`src/rtl/irq_controller_pkg.sv`:
```
// rtl/irq_controller_pkg.sv - shared SoC definitions for the interrupt controller
package irq_controller_pkg;

  localparam logic [4:0] ADDR_MASK   = 5'b11000;
  localparam logic [4:0] ADDR_PEND   = 5'b11001;
  localparam logic [4:0] ADDR_EPC    = 5'b11010;
  localparam logic [4:0] ADDR_STATUS = 5'b11011;
  localparam logic [4:0] ADDR_CTRL   = 5'b11100;

  localparam int WAIT_W = 5;

  typedef enum logic [1:0] {
    ST_IDLE    = 2'd0,
    ST_REQ     = 2'd1,
    ST_TAKE    = 2'd2,
    ST_SERVICE = 2'd3
  } irq_state_e;

  function automatic logic [WAIT_W-1:0] sat_inc(input logic [WAIT_W-1:0] v);
    return (&v) ? v : v + 1'b1;
  endfunction

endpackage

```
`src/rtl/irq_controller_prio_enc.sv`:
```
// rtl/irq_controller_prio_enc.sv - lowest-index-wins priority encoder (irq_prio_enc)
module irq_prio_enc #(
  parameter int N  = 4,
  parameter int IW = (N > 1) ? $clog2(N) : 1
) (
  input  logic [N-1:0]  active_i,
  output logic          valid_o,
  output logic [IW-1:0] index_o
);

  // Scan from the top down so the lowest set bit is the last assignment.
  always_comb begin
    valid_o = |active_i;
    index_o = '0;
    for (int i = N - 1; i >= 0; i--) begin
      if (active_i[i]) index_o = IW'(i);
    end
  end

endmodule

```
`src/rtl/irq_controller.sv`:
```
// rtl/irq_controller.sv - edge-latched interrupt controller with hold handshake and MMIO
module irq_controller
  import irq_controller_pkg::*;
#(
  parameter int NSRC     = 4,
  parameter int HOLD_TMO = 16
) (
  input  logic            clk,
  input  logic            rst,
  input  logic [NSRC-1:0] irq_src,
  input  logic            hold_ack,
  input  logic            intctrl,
  input  logic            eret,
  input  logic [31:0]     pc_current,
  input  logic            we,
  input  logic [4:0]      addr,
  input  logic [31:0]     wd,
  output logic            hold,
  output logic            exl,
  output logic            iv,
  output logic [31:0]     epc,
  output logic [31:0]     rd
);

  localparam int IW = (NSRC > 1) ? $clog2(NSRC) : 1;

  irq_state_e        state_q, state_d;
  logic [WAIT_W-1:0] cnt_q, cnt_d, cnt_inc;
  logic [NSRC-1:0]   prev_q;
  logic [NSRC-1:0]   pending_q, pending_d;
  logic [NSRC-1:0]   mask_q, mask_d;
  logic              ctrl_q, ctrl_d;
  logic [31:0]       epc_q, epc_d;
  logic [3:0]        cause_q, cause_d;
  logic              exl_q, exl_d;

  logic [NSRC-1:0]   src_rise;
  logic [NSRC-1:0]   w1c;
  logic [NSRC-1:0]   active;
  logic              win_valid;
  logic [IW-1:0]     win_idx;
  logic              unused_wd;

  assign unused_wd = ^wd[31:NSRC];

  irq_prio_enc #(.N(NSRC), .IW(IW)) u_prio (
    .active_i (active),
    .valid_o  (win_valid),
    .index_o  (win_idx)
  );

  always_ff @(posedge clk or posedge rst) begin
    if (rst) begin
      state_q   <= ST_IDLE;
      cnt_q     <= '0;
      prev_q    <= '0;
      pending_q <= '0;
      mask_q    <= '0;
      ctrl_q    <= 1'b0;
      epc_q     <= '0;
      cause_q   <= '0;
      exl_q     <= 1'b0;
    end else begin
      state_q   <= state_d;
      cnt_q     <= cnt_d;
      prev_q    <= irq_src;
      pending_q <= pending_d;
      mask_q    <= mask_d;
      ctrl_q    <= ctrl_d;
      epc_q     <= epc_d;
      cause_q   <= cause_d;
      exl_q     <= exl_d;
    end
  end

  // A new edge is ORed in after the clear so set wins a same-cycle W1C.
  assign src_rise  = irq_src & ~prev_q;
  assign w1c       = (we && addr == ADDR_PEND) ? wd[NSRC-1:0] : '0;
  assign pending_d = (pending_q & ~w1c) | src_rise;
  assign mask_d    = (we && addr == ADDR_MASK) ? wd[NSRC-1:0] : mask_q;
  assign ctrl_d    = (we && addr == ADDR_CTRL) ? wd[0] : ctrl_q;
  assign active    = pending_q & mask_q;
  assign cnt_inc   = sat_inc(cnt_q);

  always_comb begin
    state_d = state_q;
    cnt_d   = cnt_q;
    epc_d   = epc_q;
    cause_d = cause_q;
    exl_d   = exl_q;
    case (state_q)
      ST_IDLE: begin
        if (win_valid) begin
          state_d = ST_REQ;
          cnt_d   = '0;
        end
      end
      ST_REQ: begin
        if (!win_valid) begin
          state_d = ST_IDLE;
        end else if (hold_ack && !intctrl) begin
          state_d = ST_TAKE;
        end else if (cnt_inc == WAIT_W'(HOLD_TMO)) begin
          state_d = ST_IDLE;
        end else begin
          cnt_d = cnt_inc;
        end
      end
      ST_TAKE: begin
        epc_d   = pc_current;
        cause_d = 4'(win_idx);
        exl_d   = 1'b1;
        state_d = ST_SERVICE;
      end
      ST_SERVICE: begin
        if (eret) begin
          exl_d   = 1'b0;
          state_d = ST_IDLE;
        end
      end
      default: state_d = ST_IDLE;
    endcase
  end

  always_comb begin
    rd = '0;
    case (addr)
      ADDR_MASK:   rd[NSRC-1:0] = mask_q;
      ADDR_PEND:   rd[NSRC-1:0] = pending_q;
      ADDR_EPC:    rd           = epc_q;
      ADDR_STATUS: rd[6:0]      = {cause_q, state_q, exl_q};
      ADDR_CTRL:   rd[0]        = ctrl_q;
      default:     rd           = '0;
    endcase
  end

  assign hold = (state_q == ST_REQ);
  assign exl  = exl_q;
  assign iv   = ctrl_q & exl_q;
  assign epc  = epc_q;

endmodule

```
`config.mk`:
```
export PLATFORM = sky130hd
export DESIGN_NAME = irq_controller
export DESIGN_NICKNAME = d
export VERILOG_FILES = /design/src/rtl/irq_controller_pkg.sv /design/src/rtl/irq_controller_prio_enc.sv /design/src/rtl/irq_controller.sv
export SDC_FILE = /design/constraint.sdc
export NUM_CORES = 1
export LEC_CHECK = 0
export CAP_MARGIN = 10
export CORE_MARGIN = 5
export CORE_UTILIZATION = 40
export CTS_BUF_LIST = sky130_fd_sc_hd__clkbuf_4
export DETAILED_ROUTE_END_ITERATION = 10
export MAX_ROUTING_LAYER = met4
export PLACE_DENSITY = 0.85
export SLEW_MARGIN = 20
export SYNTH_ARGS = -nofsm -noshare
export SYNTH_HDL_FRONTEND = slang
export SYNTH_SLANG_ARGS = --single-unit
export TNS_END_PERCENT = 1
```
`constraint.sdc`:
```
create_clock -name clk -period 2.3 [get_ports clk]
set_clock_uncertainty 0.05 [all_clocks]
set_input_delay 0.46 -clock clk [delete_from_list [all_inputs] [get_ports clk]]
set_output_delay 0.46 -clock clk [all_outputs]
set_load 0.005 [all_outputs]
```
==> summary by stage, run 1 <==
Timing
Adding up every negative setup slack in the final design gives 0 ps. The shortest clock period the worst path allows after layout is 2250 ps. Setup violations remaining at the end of the flow were counted as 0. Setup repair after global routing could not meet its margin everywhere.

The number of hold violations in the final report is 0. The final period utilization is 97.8%. The top achievable clock speed is 445 MHz.

The tightest hold path in the finished design has a slack of 313 ps. For the pin with the worst max-slew slack, the measured transition is 386 ps. The number of pins exceeding their max-slew limit in the final report came to 0. Headroom to the max-slew limit came out at 74.2%.

Route
The via count is 2340. The per-cell via count in the routed design is 5.12. The total wire length is 7710 um. The detail-routed net length per standard cell is 16.9 um. The number of DRC markers after the initial detailed-route iteration is 32.

The number of design rule violations left after detail routing is 0. Once detail routing completed, the nets flagged for antenna violations numbered 0. The detailed-router iteration count before antenna repair is 4.

Logic synthesis
The synthesized area is 2640 um2. The part of the Yosys area used for sequential elements is 52.1%. The count of synthesis-stage warnings from yosys is 0. The synthesized instance count is 221. When the netlist entered floorplanning its net count stood at 301.

In this run, synthesis produced a sequential element count of 55. Averaged over all synthesized cells, the footprint is 12.0 um2. The number of unique standard cell types used by synthesis is 37.

Clock tree
The total CTS buffers is 5. The number of H-tree branching levels is 2. The clock-pin slew on the worst setup and hold paths is 160 ps.

The TritonCTS clock tree is done. The insertion delay of the later-clocked pin in the worst-skew pair is 370 ps. After clock tree synthesis, the flow added hold-fix buffers numbering 0. The number of clock sinks seen by CTS is 55. The master cell of the clock root buffer is sky130_fd_sc_hd__clkbuf_4.

The clock passes through at most 2 buffers.

Power and ir drop
The switching power of the nets is 0.00126 W. In this run, the combinational gates consume 46.6% of the power. The internal power consumption is 0.00263 W. Net switching is 32.4% of the power.

The maximum VDD drop is 0.000620 V. The share of power burned in the clock network is 11.2%. Registers are responsible for 42.2% of the overall power. The power density over the cells is 914 nW/um2.

In this run the static leakage power is 1.97 nW.

Floorplanning
The area of the core region is 6390 um2. From bottom edge to top edge, the die measures 91.3 um. The boundary pin count is 146.

The die covers 8330 um2. The initial utilization of the core area, before any placement, comes to 41.4%. The number of standard-cell rows in the floorplan is 29. In this run the horizontal extent of the chip is 91.3 um.

Critical path
Counting both buffers and inverters, the worst setup path holds a total of 1. For the worst setup path, the data arrival time is 1740 ps. Along the worst path, the maximum fanout reaches 4.

STA classifies the critical path endpoint as an output port. The cell with the biggest individual delay on the critical path is sky130_fd_sc_hd__mux4_2. The worst setup path is launched from a flop. The longest individual stage delay on the worst path is 470 ps. Walking the worst path, the cells encountered are mux4_2, and2_4, dlygate4sd2_1. The data required time at the worst endpoint is 1790 ps. The dominant delay contributor by cell family on the critical path is multiplexers.

The type of the setup path with the least slack is reg -> out.

GRT
Entering global routing, the biggest net connects 29 pins. The number of global-route vias before repair is 2628. The first global-routing pass estimated 12400 um of wire. The number of antenna violations at the first check in global routing is 0. The total global-route track usage is 19.0%.

The leftover overflow at the end of global routing is 0.

Run status
The flow ran to the end, and the final reports show no timing, DRC or antenna violations.

Layout
The diode insertion count for antenna repair is 0. The most common library cell in the layout ignoring fill and taps is sky130_fd_sc_hd__clkdlybuf4s50_1. Compared with the post-synthesis result, the final layout area differs by 61.3%. The number of fill cells in the layout is 508. The net count reported at finish is 459. The number of non-filler instances in the completed layout is 457. In the final layout, the share of cells above drive strength 1 is 23.4%. In the layout the commonest cells are 81 x sky130_fd_sc_hd__clkdlybuf4s50_1, 55 x sky130_fd_sc_hd__dfrtp_1, 38 x sky130_fd_sc_hd__mux2_1.

Placed design
Summed over all nets, the half-perimeter wirelength after detailed placement is 5550 um. Input and output buffers added on the ports amount to 117. The number of cells in the design after placement is 424. The global placer's final weighted congestion is 0.791.

Job
Across the run, the number of max-cap violations was 0.

Hold path
The worst hold path belongs to the class in -> async.
## worst reg2reg max path: cells and delay by family, from the launching register on
kind | cells | cell delay, ps
adders and majority gates | 1 | 320
AOI/OAI and AO/OA | 2 | 350
and+or+nand+nor | 2 | 430
muxes | 1 | 280
DFF | 1 | 440
## through the flow
| stage | util [%] | instance area [um2] | total power (W) | worst slack, ps |
|---|---|---|---|---|
| floorplan | - | 2640 | 0.00237 | 361 |
| global placement | 63.0 | 4030 | 0.00335 | -506 |
| detailed placement | 63.0 | 4030 | 0.00344 | -529 |
| CTS | 66.3 | 4240 | 0.00391 | -97.8 |
| global route | 66.7 | 4260 | 0.00415 | -3.30 |
| finish | 66.7 | 4260 | 0.00389 | 51.0 |
## registers in the layout (all words and copies together) (netlist names), named ones only
| register | count |
|---|---|
| state_q | 1 |
| epc | 32 |
| mask_q | 4 |
| prev_q | 4 |
| pending_q | 4 |
| cause_q | 2 |
| exl | 1 |
| cnt_q | 5 |
| ctrl_q | 1 |
## worst paths after layout
| check | from | endpoint | slack [ps] | depth (start not counted) |
|---|---|---|---|---|
| min in group clk | cause_q[0] | cause_q[0] | 450 | 1 |
| setup / recovery | pending_q[1] | rd[1] | 50 | 3 |
| hold / removal | rst | epc[27] | 310 | 2 |
| hold reg to reg | cause_q[0] | cause_q[0] | 450 | 1 |
| setup reg to reg | cnt_q[0] | cnt_q[4] | 350 | 6 |
| max in group asynchronous | rst | epc[19] | 1380 | 3 |
## cells by family (layout without fill, tap and decap cells)
family	count (synthesis)	count (layout)	share of synthesized area, %
fa+ha+maj	1	1	0.474
mux	46	46	20.9
compound gates	29	29	7.86
simple gates	72	72	15.5
flops	55	55	52.1
buf+inv	18	177	3.17
## layout make-up
cell class	count	area [um2]	area share, %
Clock buffer	6	45.0	1.06
Clock inverter	2	12.5	0.294
Inverter	9	33.8	0.793
Multi-Input combinational cell	148	1220	28.8
Sequential cell	55	1380	32.3
Tap cell	77	96.3	2.26
Timing Repair Buffer	160	1470	34.5
## power by group through the flow
stage               clock network (W)  logic (W)  registers [W]
floorplan                           0   0.000745        0.00162
global placement                    0    0.00171        0.00164
detailed placement                  0    0.00176        0.00168
CTS                          0.000446    0.00182        0.00164
global route                 0.000480    0.00196        0.00171
finish                       0.000435    0.00181        0.00164
## synthesized netlist by cell type, drive strengths merged
cell,count,area [um2]
nand2,15,56.3
nand4b,1,8.76
ha,1,12.5
o22ai,2,12.5
a41oi,2,17.5
o21ai,1,5.00
nor3,2,10.0
a31oi,3,18.8
inv,9,33.8
or2,1,6.26
nand3b,2,15.0
mux2,40,450
nor2,5,18.8
a22o,6,52.6
nand3,5,25.0
mux2i,3,33.8
dfrtp,55,1380
and3,4,31.3
o211ai,2,20.0
buf,7,42.5
nand2b,2,12.5
nor2b,3,18.8
and2,31,194
a22oi,2,15.0
o21a,2,15.0
a21o,1,7.51
clkbuf,2,7.51
mux4,3,67.6
a21oi,7,35.0
nand4,1,12.5
a32oi,1,8.76
## per-layer routing
layer / global-route usage [%] / routed length, um / up-vias / part of all wire (%)
li1: - / - / 1091 / -
met1: 22.0 / 3230 / 1152 / 42
met2: 32.9 / 3960 / 81 / 51
met3: 4.13 / 377 / 16 / 4.9
met4: 5.62 / 140 / 0 / 1.8
met5: - / 0 / - / 0
## repair_timing
| item | CTS | global route |
|---|---|---|
| pin swaps | 5 | 2 |
| endpoints found under the setup margin | 32 | 31 |
| gates resized for setup | 113 | 11 |
| gates cloned | 3 | 0 |
| buffers inserted | 19 | 3 |
Power figures use the tool's default switching activity.
==> run 2: changes to the inputs <==
CORE_ASPECT_RATIO = 0.8   (was default)
PLACE_DENSITY = 0.84   (was 0.85)
SYNTH_HIERARCHICAL = 1   (was default)
==> summary by stage, run 2 <==
Run status
The flow ran to the end, and the final reports show no timing, DRC or antenna violations.

Critical path
The largest fanout of any net on the critical path is 7 (+3). In this run the worst setup path begins at addr[4]. The startpoint kind of the worst setup timing path is an input port.

The data required time at the worst endpoint is 1790 ps (about the same). The arrival time of the worst setup path was 1730 ps (about the same). The slowest stage of the critical path belongs to the cell sky130_fd_sc_hd__bufbuf_16. The dominant delay contributor by cell family on the critical path is buffers and inverters.

Walking the worst path, the cells encountered are clkdlybuf4s15_2, nand2_2, nor2_4, nand2_4, nor2_4, buf_6, bufbuf_16, and2_1, clkdlybuf4s15_2. STA classifies the critical path endpoint as an output port. The worst register-to-register path begins at cnt_q[0]. The worst path buffer plus inverter count is 4 (+3). The worst setup path is of the in -> out kind.

The longest individual stage delay on the worst path is 240 ps (-230 ps).

Placed design
The number of port buffers is 117 (unchanged). The total half-perimeter wirelength after legalization and detailed placement is 5490 um (-1.0%). The number of cells in the design after placement is 434 (+2.4%). The global placer's final weighted congestion is 0.877 (+11%).

Logic synthesis
The flip-flop cell with the highest count after synthesis is sky130_fd_sc_hd__dfrtp_1. The mean cell area of the mapped netlist is 11.8 um2 (-1.5%). The number of unique standard cell types used by synthesis is 36 (-2.7%). The share of flip-flops with an asynchronous set or reset after synthesis is 100% (unchanged). The synthesized area came to 2700 um2 (+2.1%). The synthesis-stage register bit count is 55 (unchanged). The part of the Yosys area used for sequential elements was 51.0% (-1.1 points). The count of synthesis-stage warnings from yosys came to 6 (+6). The synthesized instance count is 229 (+3.6%). By area the synthesized netlist is led by sky130_fd_sc_hd__dfrtp_1 51%, sky130_fd_sc_hd__mux2_2 16%, sky130_fd_sc_hd__and2_1 8.1%, sky130_fd_sc_hd__mux4_2 3.3%, sky130_fd_sc_hd__nor2b_1 1.6%. By count the netlist is led by 55 x sky130_fd_sc_hd__dfrtp_1, 39 x sky130_fd_sc_hd__mux2_2, 35 x sky130_fd_sc_hd__and2_1. The net count after synthesis is 309 (+2.7%). The dominant cell by count in the synthesized netlist is sky130_fd_sc_hd__dfrtp_1. The largest total area in the synthesized netlist belongs to sky130_fd_sc_hd__dfrtp_1. The share of the synthesized area in the top cell type is 51.0% (-1.1 points). The number of enable flip-flop cells after synthesis came to 0 (unchanged).

Timing
The final period utilization came to 97.4% (-0.41 points). The remaining max-slew budget at the tightest pin is 70.6% (-3.6 points). The final worst hold slack is 381 ps (+68.6 ps).

The number of pins exceeding their max-slew limit in the final report is 0 (unchanged). The shortest clock period the worst path allows after layout is 2240 ps (-9.33 ps). The top achievable clock speed was 447 MHz (+0.42%). The number of hold violations in the final report is 0 (unchanged).

The sum of negative setup slack is 0 ps (unchanged). Setup repair after global routing left no endpoint under its margin. The slew of the pin with the lowest slew margin is 440 ps (+54.4 ps). The final count of negative-setup-slack endpoints is 0 (unchanged).

GRT
The total global-route track usage is 19.0% (+0.060 points). The maximum number of pins on one net before global-route repair was 56 (+93%). The first-pass GRT wire length is 12500 um (+0.44%).

The number of global-route vias before repair was 2543 (-3.2%). The number of antenna violations at the first check in global routing is 0 (unchanged). The leftover overflow at the end of global routing is 0 (unchanged).

Clock tree
The number of H-tree branching levels is 2 (unchanged). The clock-pin slew on the worst setup and hold paths came to 150 ps (about the same). The TritonCTS clock tree is done.

The maximum buffer depth of the clock tree was 2 (unchanged). The number of clock sinks seen by CTS is 55 (unchanged). The post-cts hold buffer count was 0 (unchanged). The total CTS buffers is 5 (unchanged). CTS placed an instance of sky130_fd_sc_hd__clkbuf_4 at the clock tree root. The insertion delay of the later-clocked pin in the worst-skew pair is 350 ps (-20 ps).

Floorplanning
The initial cell density of the core is 41.7% (+0.29 points). The full die area came to 8490 um2 (+2.0%). The area of the core region is 6470 um2 (+1.4%). The die boundary height is 83.4 um (-8.6%). The boundary pin count is 146 (unchanged).

The number of standard-cell rows in the floorplan is 26 (-10%). The width of the die is 102 um (+12%).

Power and ir drop
The internal power consumption is 0.00269 W (+2.3%). The total design power came to 0.00394 W (+1.2%). The power density over the cells came to 928 nW/um2 (+1.6%). The portion of total power attributed to combinational logic is 47.6% (+1.0 points). The maximum VDD drop came to 0.000537 V (-13%). The share of power burned in the clock network was 10.3% (-0.9 points). The switching part of the total power is 31.7% (-0.68 points). The portion of total power attributed to sequential cells is 42.0% (-0.2 points).

The switching power of the nets is 0.00125 W (-0.90%). The leakage power summed over all cells is 1.94 nW (-1.8%).

Route
The detailed-router iteration count before antenna repair is 4 (unchanged). The detail-routed net length per standard cell came to 16.6 um (-1.5%). The number of DRC markers after the initial detailed-route iteration was 40 (+25%). The per-cell via count in the routed design was 4.96 (-3.1%). The via count came to 2247 (-4.0%).

The total wire length was 7530 um (-2.3%). The residual antenna-violating net count after detailed routing is 0 (unchanged). The number of design rule violations left after detail routing is 0 (unchanged).

Layout
The net count reported at finish is 448 (-2.4%). The number of non-filler instances in the completed layout is 453 (-0.88%). The share of cells above drive strength 1 is 27.9% (+4.5 points). The diode insertion count for antenna repair was 0 (unchanged). The number of fill cells in the layout is 538 (+5.9%). The utilization after layout came to 65.6% (-1.1 points).

In the layout the commonest cells are 80 x sky130_fd_sc_hd__clkdlybuf4s50_1, 54 x sky130_fd_sc_hd__dfrtp_1, 39 x sky130_fd_sc_hd__mux2_2. The most common library cell in the layout ignoring fill and taps is sky130_fd_sc_hd__clkdlybuf4s50_1. The number of flip-flops under the largest register name was 32 (unchanged).

The area growth from synthesis to layout is 57.4%.

Hold path
The path class of the tightest hold or removal check is in -> async.

Job
The max-cap violation count came to 0 (unchanged).
[run 2: cell types whose count changed after synthesis, sizes merged, moves of 3 or more]
cell and delta:
o21ai +5, nor2 +5, nand2 -4, nor2b +4, and2 +4, and3 -3
[run 2: final cells by class]
class	instances	area, um2	share of cell area, %
multi-input cells	154	1270	30.0
inverters	11	41.3	0.973
repair buffers	141	1400	32.9
clock buffers	6	45.0	1.06
flip-flops and latches	55	1380	32.4
well taps	84	105	2.48
clock inverters	2	7.51	0.177
[run 2: worst paths after layout]
check | to | slack [ps] | cells after the start
worst max-delay path | rd[22] | 60 | 9
worst min-delay path | epc[22] | 380 | 3
worst max register to register | cnt_q[2] | 340 | 6
worst min register to register | cause_q[1] | 480 | 1
max in group asynchronous | asynchronous set/reset pin | 1550 | 3
min in group clk | cause_q[1] | 480 | 1
[run 2: what timing repair did]
| item | in CTS | in global routing |
|---|---|---|
| endpoints found under the hold margin | 0 | 0 |
| gates resized for setup | 69 | 7 |
| buffers inserted | 6 | 3 |
| pin swaps | 3 | 2 |
| cloned | 2 | 0 |
| setup endpoints to repair | 32 | 10 |
[run 2: power groups by stage]
| stage | logic, W | registers (W) | clock network [W] |
|---|---|---|---|
| 2_1_floorplan | 0.000869 | 0.00163 | 0 |
| 3_3_place_gp | 0.00177 | 0.00167 | 0 |
| 3_5_place_dp | 0.00181 | 0.00169 | 0 |
| 4_1_cts | 0.00187 | 0.00166 | 0.000423 |
| 5_1_grt | 0.00205 | 0.00172 | 0.000475 |
| 6_report | 0.00188 | 0.00166 | 0.000407 |
[run 2: cells by family after synthesis]
group / count (synthesis) / share of synthesized area (%)
and+or+nand+nor: 82 / 17.6
DFF: 55 / 51.0
AOI/OAI and AO/OA: 26 / 7.01
muxes: 45 / 20.5
adders and majority gates: 1 / 0.464
buffers and inverters: 20 / 3.34
[run 2: per-layer routing]
metal / wire (um) / part of all wire (%) / vias up / track usage (%)
met5: 0 / 0 / - / -
met3: 489 / 6.5 / 6 / 4.10
li1: - / - / 1069 / -
met4: 48 / 0.64 / 0 / 4.11
met2: 3590 / 48 / 96 / 29.7
met1: 3400 / 45 / 1076 / 25.5
[run 2: through the flow]
step	setup slack [ps]	area [um2]
2_1_floorplan	447	2700
3_3_place_gp	-432	4050
3_5_place_dp	-461	4050
4_1_cts	-108	4210
5_1_grt	1.42	4250
6_report	60.4	4250
[run 2: worst min-delay path, delay by kind of cell]
kind,cells,cell delay [ps]
buf+inv,3,740
